### config.mk
export PLATFORM = sky130hd
export DESIGN_NAME = uart_cmd_decode
export DESIGN_NICKNAME = d
export VERILOG_FILES = /design/src/rtl/uart_cmd_decode_pkg.sv /design/src/rtl/uart_cmd_decode.sv
export SDC_FILE = /design/constraint.sdc
export NUM_CORES = 1
export LEC_CHECK = 0
export CAP_MARGIN = 20
export CORE_AREA = 2 2 155 126
export CTS_CLUSTER_SIZE = 28
export DETAILED_ROUTE_END_ITERATION = 8
export DIE_AREA = 0 0 157 128
export DONT_BUFFER_PORTS = 1
export PLACE_DENSITY = 0.43
export SYNTH_ARGS = -nofsm -noshare
export SYNTH_HDL_FRONTEND = slang
export SYNTH_SLANG_ARGS = --single-unit
### constraint.sdc
create_clock -name clk -period 4.05 [get_ports clk]
set_input_delay 0.81 -clock clk [delete_from_list [all_inputs] [get_ports clk]]
set_output_delay 0.81 -clock clk [all_outputs]
set_load 0.005 [all_outputs]
### src/rtl/uart_cmd_decode_pkg.sv
// Shared command codes and FSM encoding for the UART byte-stream command decoder.
package uart_cmd_decode_pkg;

  localparam logic [7:0] CMD_WR  = 8'h55;
  localparam logic [7:0] CMD_RD  = 8'hAA;
  localparam int unsigned TIMER_W = 16;

  typedef enum logic [1:0] {
    IDLE    = 2'd0,
    COLLECT = 2'd1,
    FLUSH   = 2'd2
  } state_t;

endpackage

### src/rtl/uart_cmd_decode.sv
// Decodes received UART bytes into write frames (buffered, then pushed to the
// SDRAM write FIFO in one burst) and read commands; partial frames time out.
module uart_cmd_decode
  import uart_cmd_decode_pkg::*;
#(
  parameter int unsigned WR_LEN  = 8,
  parameter int unsigned TIMEOUT = 2000
) (
  input  logic       clk,
  input  logic       rst,
  input  logic [7:0] rx_data,
  input  logic       po_flag,
  output logic       wfifo_wr_en,
  output logic [7:0] wfifo_wr_data,
  output logic       wr_trig,
  output logic       rd_trig,
  output logic       frame_err,
  output logic       busy
);

  localparam int unsigned CNT_W = $clog2(WR_LEN + 1);
  localparam logic [CNT_W-1:0] CNT_LAST = CNT_W'(WR_LEN - 1);
  localparam logic [CNT_W-1:0] CNT_FULL = CNT_W'(WR_LEN);
  localparam logic [TIMER_W-1:0] TIMEOUT_V = TIMER_W'(TIMEOUT);
  localparam logic [TIMER_W-1:0] TIMER_MAX = {TIMER_W{1'b1}};

  state_t             state_r;
  state_t             state_next_s;
  logic [CNT_W-1:0]   cnt_r;
  logic [CNT_W-1:0]   cnt_next_s;
  logic [TIMER_W-1:0] timer_r;
  logic [7:0]         buf_r [WR_LEN];
  logic [7:0]         pend_data_r;
  logic               pend_valid_r;

  logic               byte_vld_s;
  logic [7:0]         byte_s;
  logic               store_en_s;
  logic [7:0]         flush_byte_s;
  logic [7:0]         first_byte_s;
  logic               wr_en_next_s;
  logic [7:0]         wr_data_next_s;
  logic               wr_trig_next_s;
  logic               rd_trig_next_s;
  logic               frame_err_next_s;

  // A byte held over from FLUSH takes priority over the live strobe in IDLE.
  assign byte_vld_s   = pend_valid_r | po_flag;
  assign byte_s       = pend_valid_r ? pend_data_r : rx_data;
  // With a one-byte frame the first push is the byte arriving right now.
  assign first_byte_s = (WR_LEN == 1) ? rx_data : buf_r[0];

  // Buffer read mux for the FLUSH push index.
  always_comb begin
    flush_byte_s = 8'h00;
    for (int i = 0; i < int'(WR_LEN); i++) begin
      flush_byte_s = (cnt_r == CNT_W'(i)) ? buf_r[i] : flush_byte_s;
    end
  end

  // Next-state and next-output decode.
  always_comb begin
    state_next_s     = state_r;
    cnt_next_s       = cnt_r;
    store_en_s       = 1'b0;
    wr_en_next_s     = 1'b0;
    wr_data_next_s   = wfifo_wr_data;
    wr_trig_next_s   = 1'b0;
    rd_trig_next_s   = 1'b0;
    frame_err_next_s = 1'b0;
    case (state_r)
      IDLE: begin
        if (byte_vld_s && (byte_s == CMD_WR)) begin
          state_next_s = COLLECT;
          cnt_next_s   = {CNT_W{1'b0}};
        end else if (byte_vld_s && (byte_s == CMD_RD)) begin
          rd_trig_next_s = 1'b1;
        end else begin
          state_next_s = IDLE;
        end
      end
      COLLECT: begin
        if (po_flag) begin
          store_en_s = 1'b1;
          if (cnt_r == CNT_LAST) begin
            state_next_s   = FLUSH;
            wr_en_next_s   = 1'b1;
            wr_data_next_s = first_byte_s;
            cnt_next_s     = CNT_W'(1);
          end else begin
            cnt_next_s = cnt_r + CNT_W'(1);
          end
        end else if (timer_r >= TIMEOUT_V) begin
          state_next_s     = IDLE;
          frame_err_next_s = 1'b1;
          cnt_next_s       = {CNT_W{1'b0}};
        end else begin
          state_next_s = COLLECT;
        end
      end
      FLUSH: begin
        if (cnt_r == CNT_FULL) begin
          state_next_s   = IDLE;
          wr_trig_next_s = 1'b1;
          cnt_next_s     = {CNT_W{1'b0}};
        end else begin
          wr_en_next_s   = 1'b1;
          wr_data_next_s = flush_byte_s;
          cnt_next_s     = cnt_r + CNT_W'(1);
        end
      end
      default: begin
        state_next_s = IDLE;
        cnt_next_s   = {CNT_W{1'b0}};
      end
    endcase
  end

  // FSM state and byte/push counter.
  always_ff @(posedge clk or posedge rst) begin
    if (rst) begin
      state_r <= IDLE;
      cnt_r   <= {CNT_W{1'b0}};
    end else begin
      state_r <= state_next_s;
      cnt_r   <= cnt_next_s;
    end
  end

  // Inter-byte idle timer: runs only while collecting, saturates at all-ones.
  always_ff @(posedge clk or posedge rst) begin
    if (rst) begin
      timer_r <= {TIMER_W{1'b0}};
    end else if ((state_r != COLLECT) || po_flag) begin
      timer_r <= {TIMER_W{1'b0}};
    end else if (timer_r != TIMER_MAX) begin
      timer_r <= timer_r + TIMER_W'(1);
    end
  end

  // Payload buffer, written at the current collect index.
  always_ff @(posedge clk or posedge rst) begin
    if (rst) begin
      for (int i = 0; i < int'(WR_LEN); i++) begin
        buf_r[i] <= 8'h00;
      end
    end else begin
      for (int i = 0; i < int'(WR_LEN); i++) begin
        if (store_en_s && (cnt_r == CNT_W'(i))) begin
          buf_r[i] <= rx_data;
        end
      end
    end
  end

  // Single-entry hold for a byte that lands while the burst is flushing.
  always_ff @(posedge clk or posedge rst) begin
    if (rst) begin
      pend_data_r  <= 8'h00;
      pend_valid_r <= 1'b0;
    end else if ((state_r == FLUSH) && po_flag) begin
      pend_data_r  <= rx_data;
      pend_valid_r <= 1'b1;
    end else if (state_r == IDLE) begin
      pend_valid_r <= 1'b0;
    end
  end

  // Registered outputs.
  always_ff @(posedge clk or posedge rst) begin
    if (rst) begin
      wfifo_wr_en   <= 1'b0;
      wfifo_wr_data <= 8'h00;
      wr_trig       <= 1'b0;
      rd_trig       <= 1'b0;
      frame_err     <= 1'b0;
      busy          <= 1'b0;
    end else begin
      wfifo_wr_en   <= wr_en_next_s;
      wfifo_wr_data <= wr_data_next_s;
      wr_trig       <= wr_trig_next_s;
      rd_trig       <= rd_trig_next_s;
      frame_err     <= frame_err_next_s;
      busy          <= (state_next_s != IDLE);
    end
  end

endmodule

Yosys cells after proc, flatten, opt, wreduce, memory -nomap -nowiden:

Index checks and enable logic that the tools add are counted.

* register bits: 108
* input port bits: 11
* output and inout bits: 13
* word-level logic and storage cells: 106

* add/subtract/negate cells: 2
* magnitude comparators: 1
* eq/ne operators: 19
* multiplexer cells: 44
* bitwise gates (word level): 1
* reductions and logical operators: 20

Operator list (count)
* 2-to-1 mux 8 bit: 12
* 2-to-1 mux 16 bit: 2
* 2-to-1 mux 4 bit: 5
* adder 16 x 1 -> 16 bit (second input constant): 1
* equality test 4 x 3 -> 1 bit (second input constant): 4
* greater-or-equal comparator 16 x 11 -> 1 bit (second input constant): 1
* 2-to-1 mux 1 bit: 16
* inequality test 16 bit (second input constant): 1
* case mux 8 bit (2 select lines): 1
* case mux 4 bit (3 select lines): 1
* logical AND 1 bit: 11
* 2-to-1 mux 2 bit: 5
* equality test 4 x 2 -> 1 bit (second input constant): 2
* equality test 8 x 7 -> 1 bit (second input constant): 1
* equality test 8 bit (second input constant): 1
* inequality test 2 bit (second input constant): 4
* nonzero test 2 bit: 4
* case mux 2 bit (3 select lines): 1
* adder 4 x 1 -> 4 bit (second input constant): 1
* equality test 4 x 1 -> 1 bit (second input constant): 1
* equality test 4 bit (second input constant): 1
* logical NOT 4 bit: 1
* AND reduction 4 bit: 1
* inequality test 3 bit (second input constant): 1
* other kinds (8): 8

Logic depth before layout (Yosys ltp):

* word-level depth: 11
* depth in mapped cells: 9
* mapped depth without buffers: 7

Least setup slack after synthesis:

Ideal clock, no wire load.

* path kind: input-to-reg
* from: input po_flag
* to: register cnt_r[0]
* library setup time: 125 ps
* arrival: 1987 ps
* required time: 3925 ps
* setup slack: 1937 ps
* stages: 5
* buffers on the path: 1
* cell sequence: buf_2 > nand2b_1 > nor3_1 > or2_4 > mux2_4

* cells in the longest elaborated chain, start to end: 4
* elaborated cells on any way between the ends: 7
* classes of those cells: eq/ne (2); mux (2); bitwise (1); reduce/logical (2)

RTL lines
* start: declaration: line uart_cmd_decode.sv:12 `input logic po_flag,`
* OR 1 bit: line uart_cmd_decode.sv:48 `assign byte_vld_s = pend_valid_r | po_flag;`
* logical AND 1 bit: line uart_cmd_decode.sv:73 `if (byte_vld_s && (byte_s == CMD_WR)) begin`
* inequality test 2 bit (no line)
* AND reduction 2 bit (no line)
* end signal: assignment: line uart_cmd_decode.sv:123 `cnt_r <= {CNT_W{1'b0}};`
* end signal: assignment: line uart_cmd_decode.sv:126 `cnt_r <= cnt_next_s;`
* end: declaration: line uart_cmd_decode.sv:29 `logic [CNT_W-1:0] cnt_r;`

Parallel ways exist; a longest one is shown, timed or not.
A chain may end at the register's enable or synchronous reset.

Worst setup path in the final report:

* from: register cnt_r[0]
* to: register buf_r[13] (netlist name)

* cells in the longest elaborated chain, start to end: 2

RTL lines
* equality test 4 x 3 -> 1 bit: line uart_cmd_decode.sv:149 `if (store_en_s && (cnt_r == CNT_W'(i))) begin`
* logical AND 1 bit: line uart_cmd_decode.sv:149
* end signal: indexed assignment: line uart_cmd_decode.sv:150 `buf_r[i] <= rx_data;`
* end: declaration: line uart_cmd_decode.sv:32 `logic [7:0] buf_r [WR_LEN];`

Every way passes these cells.

==> results.md <==
- Initial Utilization: 29.39%
- Warnings from Yosys: 0
- Number of setup violations in the final report: 0
- Logic pwr share: 6.0%
- P_leak: 2.570 nW
- Peak supply drop: 0.0002236 V
- Total wire length: 14040 um
- Antenna violations before repair: 0
- HP Class: input port to asynchronous set/reset pin
- Post-DP HPWL: 9632 um
- Total track usage: 14.81%
- Post-Syn Nets: 511
- Sequential share of power: 47.2%
- H-tree levels: 3
- Gr busiest metal: met2
- Number of global-route vias before repair: 3827
- Fin util: 32.53%
- Congestion Overflow GR: 0
- Core ar.: 18640 sq um
- Clock power share: 46.9%
- Most frequent cell after synthesis: dfrtp_1
- Fin Clk Skew: 0.008503 ns
- Worst-path cell chain: inv_1 -> ha_1 -> clkinv_1 -> nor3_4 -> nor2b_1 -> mux2_2
- Die ar.: 20100 sq um
- CTS tree: built
- Post-CTS sizing: 0
- Worst EP required: 4.29 ns
- Syn Std Cell Area: 5477 sq um
- Slew headroom: 44.90%
- CP endpoint kind: flop
- Yosys cell types: 64
- Standard-cell rows: 45
- Final Hold Fails: 0
- Met2 global-route usage: 22.27%
- Via density: 5.001
- RSZ-0062 raised after global routing: no
- Hold Buf Count CTS: 0
- I/O pin count: 24
- Setup TNS: 0 ns
- Delay-heaviest family, CP: simple AND/OR/NAND/NOR gates
- Pre-antenna DRT Iters: 4
- Status: finished, final reports clean
- Slowest cell on crit path: nor2b_1
- CTS root buffer: clkbuf_16
- Num CTS Buffers: 9
- Max_cap viols: 0
- Final net count: 497
- Setup CP Type: flop to flop
- # clock sinks: 108
- WL/cell: 18.97 um
- Final Worst Setup Slack: 1.232 ns
- Clock slew at reported path FFs: 0.08 ns
- Crit-path max cell delay: 0.59 ns
- Worst Tran Pin Value: 0.8265 ns
- CTS max path bufs: 2
- P_int: 1.893 mW
- Yosys top cell by area: dfrtp_1
- Synth Area per Inst: 11.18 sq um
- Async SR Flop Fraction: 100.0%
- Clock Latency Late Sink: 0.36 ns
- GP Congestion: 0.8410
- Initial DRC count: 198
- CP Buf/Inv Count: 2
- Fin crit share: 69.58%
- Die width: 157 um
- Predominant post-synthesis flop cell: dfrtp_1
- CP Launch Point: cnt_r[0]$_DFFE_PP0P_
- Setup crit start kind: flop
- Fillers: 1874
- Die Y: 128 um
- Layout cells sized above 1: 21.62%
- GR Util met1: 21.53%
- Fmax: 354.9 MHz
- Pwr Density: 403.4 nW/um^2
- Final Critical Period: 2.818 ns
- NetSw: 0.5526 mW
- FF-to-FF Start: cnt_r[0]$_DFFE_PP0P_
- Synth Instances: 490
- Synth area leaders: dfrtp_1 (49%), mux2_2 (12%), nand2_1 (2.7%)
- Largest net degree at the start of global routing: 59
- Register area share after synthesis: 49.35%
- Switching Share: 22.60%
- Dpl ws: 1.273 ns
- Share of the synthesized area in the top cell type: 49.35%
- DRC violations left: 0
- Routed Antenna Nets: 0
- WP data arrival: 3.05 ns
- First-pass GRT wire length: 22280 um
- Top post-synthesis cells by count: dfrtp_1 (108), mux2_2 (60), nand2_1 (40)
- Area Growth Syn to Fin: 10.69%
- I/O Buffers: 0
- Postcts setup bufs: 0
- Final max-slew violation count: 0
- Yosys reg bits: 108
- GR Util met3: 3.212%
- Highest net fanout along the worst path: 18
- Number of synthesized flops with an enable pin: 0
- Total number of vias: 3701
sequential cells by signal (all words and copies together), names as in the netlist:
register	flops
first_byte_s	8
wr_trig	1
pend_data_r	8
wfifo_wr_data	8
cnt_r	4
buf_r	56
state_r	2
frame_err	1
rd_trig	1
busy	1
pend_valid_r	1
timer_r	16
wfifo_wr_en	1
per-layer routing:
metal | wire [um] | share of wire (%)
met1 | 7105 | 51
met4 | 199 | 1.4
met2 | 6157 | 44
met3 | 576 | 4.1
met5 | 0 | 0
final timing paths:
| check | end | slack (ns) | cells past startpoint |
|---|---|---|---|
| setup / recovery | buf_r[13]$_DFFE_PP0P_ | 1.23 | 6 |
| hold / removal | timer_r[15]$_DFFE_PP0P_ | 0.45 | 1 |
| setup reg to reg | buf_r[13]$_DFFE_PP0P_ | 1.23 | 6 |
| hold reg to reg | buf_r[55]$_DFFE_PP0P_ | 0.50 | 1 |
| max in group asynchronous | buf_r[42]$_DFFE_PP0P_ | 2.74 | 2 |
| min in group clk | buf_r[55]$_DFFE_PP0P_ | 0.50 | 1 |
kinds of logic (layout without fill, tap and decap cells):
kind of cell             Yosys count  count (layout)  share of synthesized area (%)
other                              0               1                              0
XOR/XNOR                           8               8                          1.279
adder cells (fa/ha/maj)           10              10                          2.285
AND/OR/NAND/NOR                  121             121                          12.77
buffers and inverters             54              45                          4.569
multiplexers                      75              75                          15.44
AO/OA/AOI/OAI                    114             114                          14.30
flip-flops                       108             108                          49.35
area by class of cell:
class	instances	area (sq um)	area share, %
Antenna cell	1	2.502	0.04128
Timing Repair Buffer	3	22.52	0.3715
Tap cell	258	322.8	5.325
Inverter	26	100.1	1.651
Sequential cell	108	2703	44.58
Clock inverter	6	158.9	2.621
Clock buffer	10	229.0	3.777
Multi-Input combinational cell	328	2524	41.63
through the flow:
| step | std cells | hold slack [ns] | instance area [sq um] | power (mW) |
|---|---|---|---|---|
| floorplan | 490 | 0.4584 | 5477 | 1.295 |
| global placement | 723 | 0.4750 | 5672 | 1.321 |
| detailed placement | 723 | 0.4852 | 5672 | 1.325 |
| CTS | 739 | 0.4859 | 6060 | 2.486 |
| global route | 739 | 0.5254 | 6060 | 2.544 |
| finish | 740 | 0.4522 | 6062 | 2.446 |
layout by cell type, fill, tap and decap left out, drive strengths merged, types with 2 or more instances in the layout:
| cell type | netlist | layout |
|---|---|---|
| dfrtp | 108 | 108 |
| mux2 | 73 | 73 |
| nand2 | 44 | 44 |
| o21ai | 32 | 32 |
| inv | 25 | 26 |
| nor2 | 20 | 20 |
| a21oi | 18 | 18 |
| nand3 | 16 | 16 |
| o211ai | 16 | 16 |
| a31oi | 12 | 12 |
| ha | 10 | 10 |
| clkbuf | 6 | 10 |
| a22oi | 9 | 9 |
| nor3 | 9 | 9 |
| and3 | 8 | 8 |
| o22a | 8 | 8 |
| xnor2 | 6 | 6 |
| bufinv | 0 | 5 |
| a211oi | 4 | 4 |
| nor2b | 3 | 3 |
| nand4 | 3 | 3 |
| nand3b | 3 | 3 |
| a311oi | 3 | 3 |
| buf | 22 | 3 |
| nor4b | 3 | 3 |
| nand4bb | 2 | 2 |
| or3 | 2 | 2 |
| mux2i | 2 | 2 |
| xor2 | 2 | 2 |
| o22ai | 2 | 2 |
power groups by stage:
stage	logic (mW)	clock network [mW]	registers (mW)
floorplan	0.147	0	1.15
global placement	0.146	0	1.17
detailed placement	0.149	0	1.18
CTS	0.150	1.18	1.15
global route	0.166	1.22	1.16
finish	0.146	1.15	1.15
worst register-to-register path, cell delays in order, from the launching register on:
cell and delay [ns]:
dfrtp_1 0.45, inv_1 0.11, ha_1 0.23, clkinv_1 0.46, nor3_4 0.45, nor2b_1 0.59, mux2_2 0.41
No activity file was read; power rests on OpenSTA's default activity.
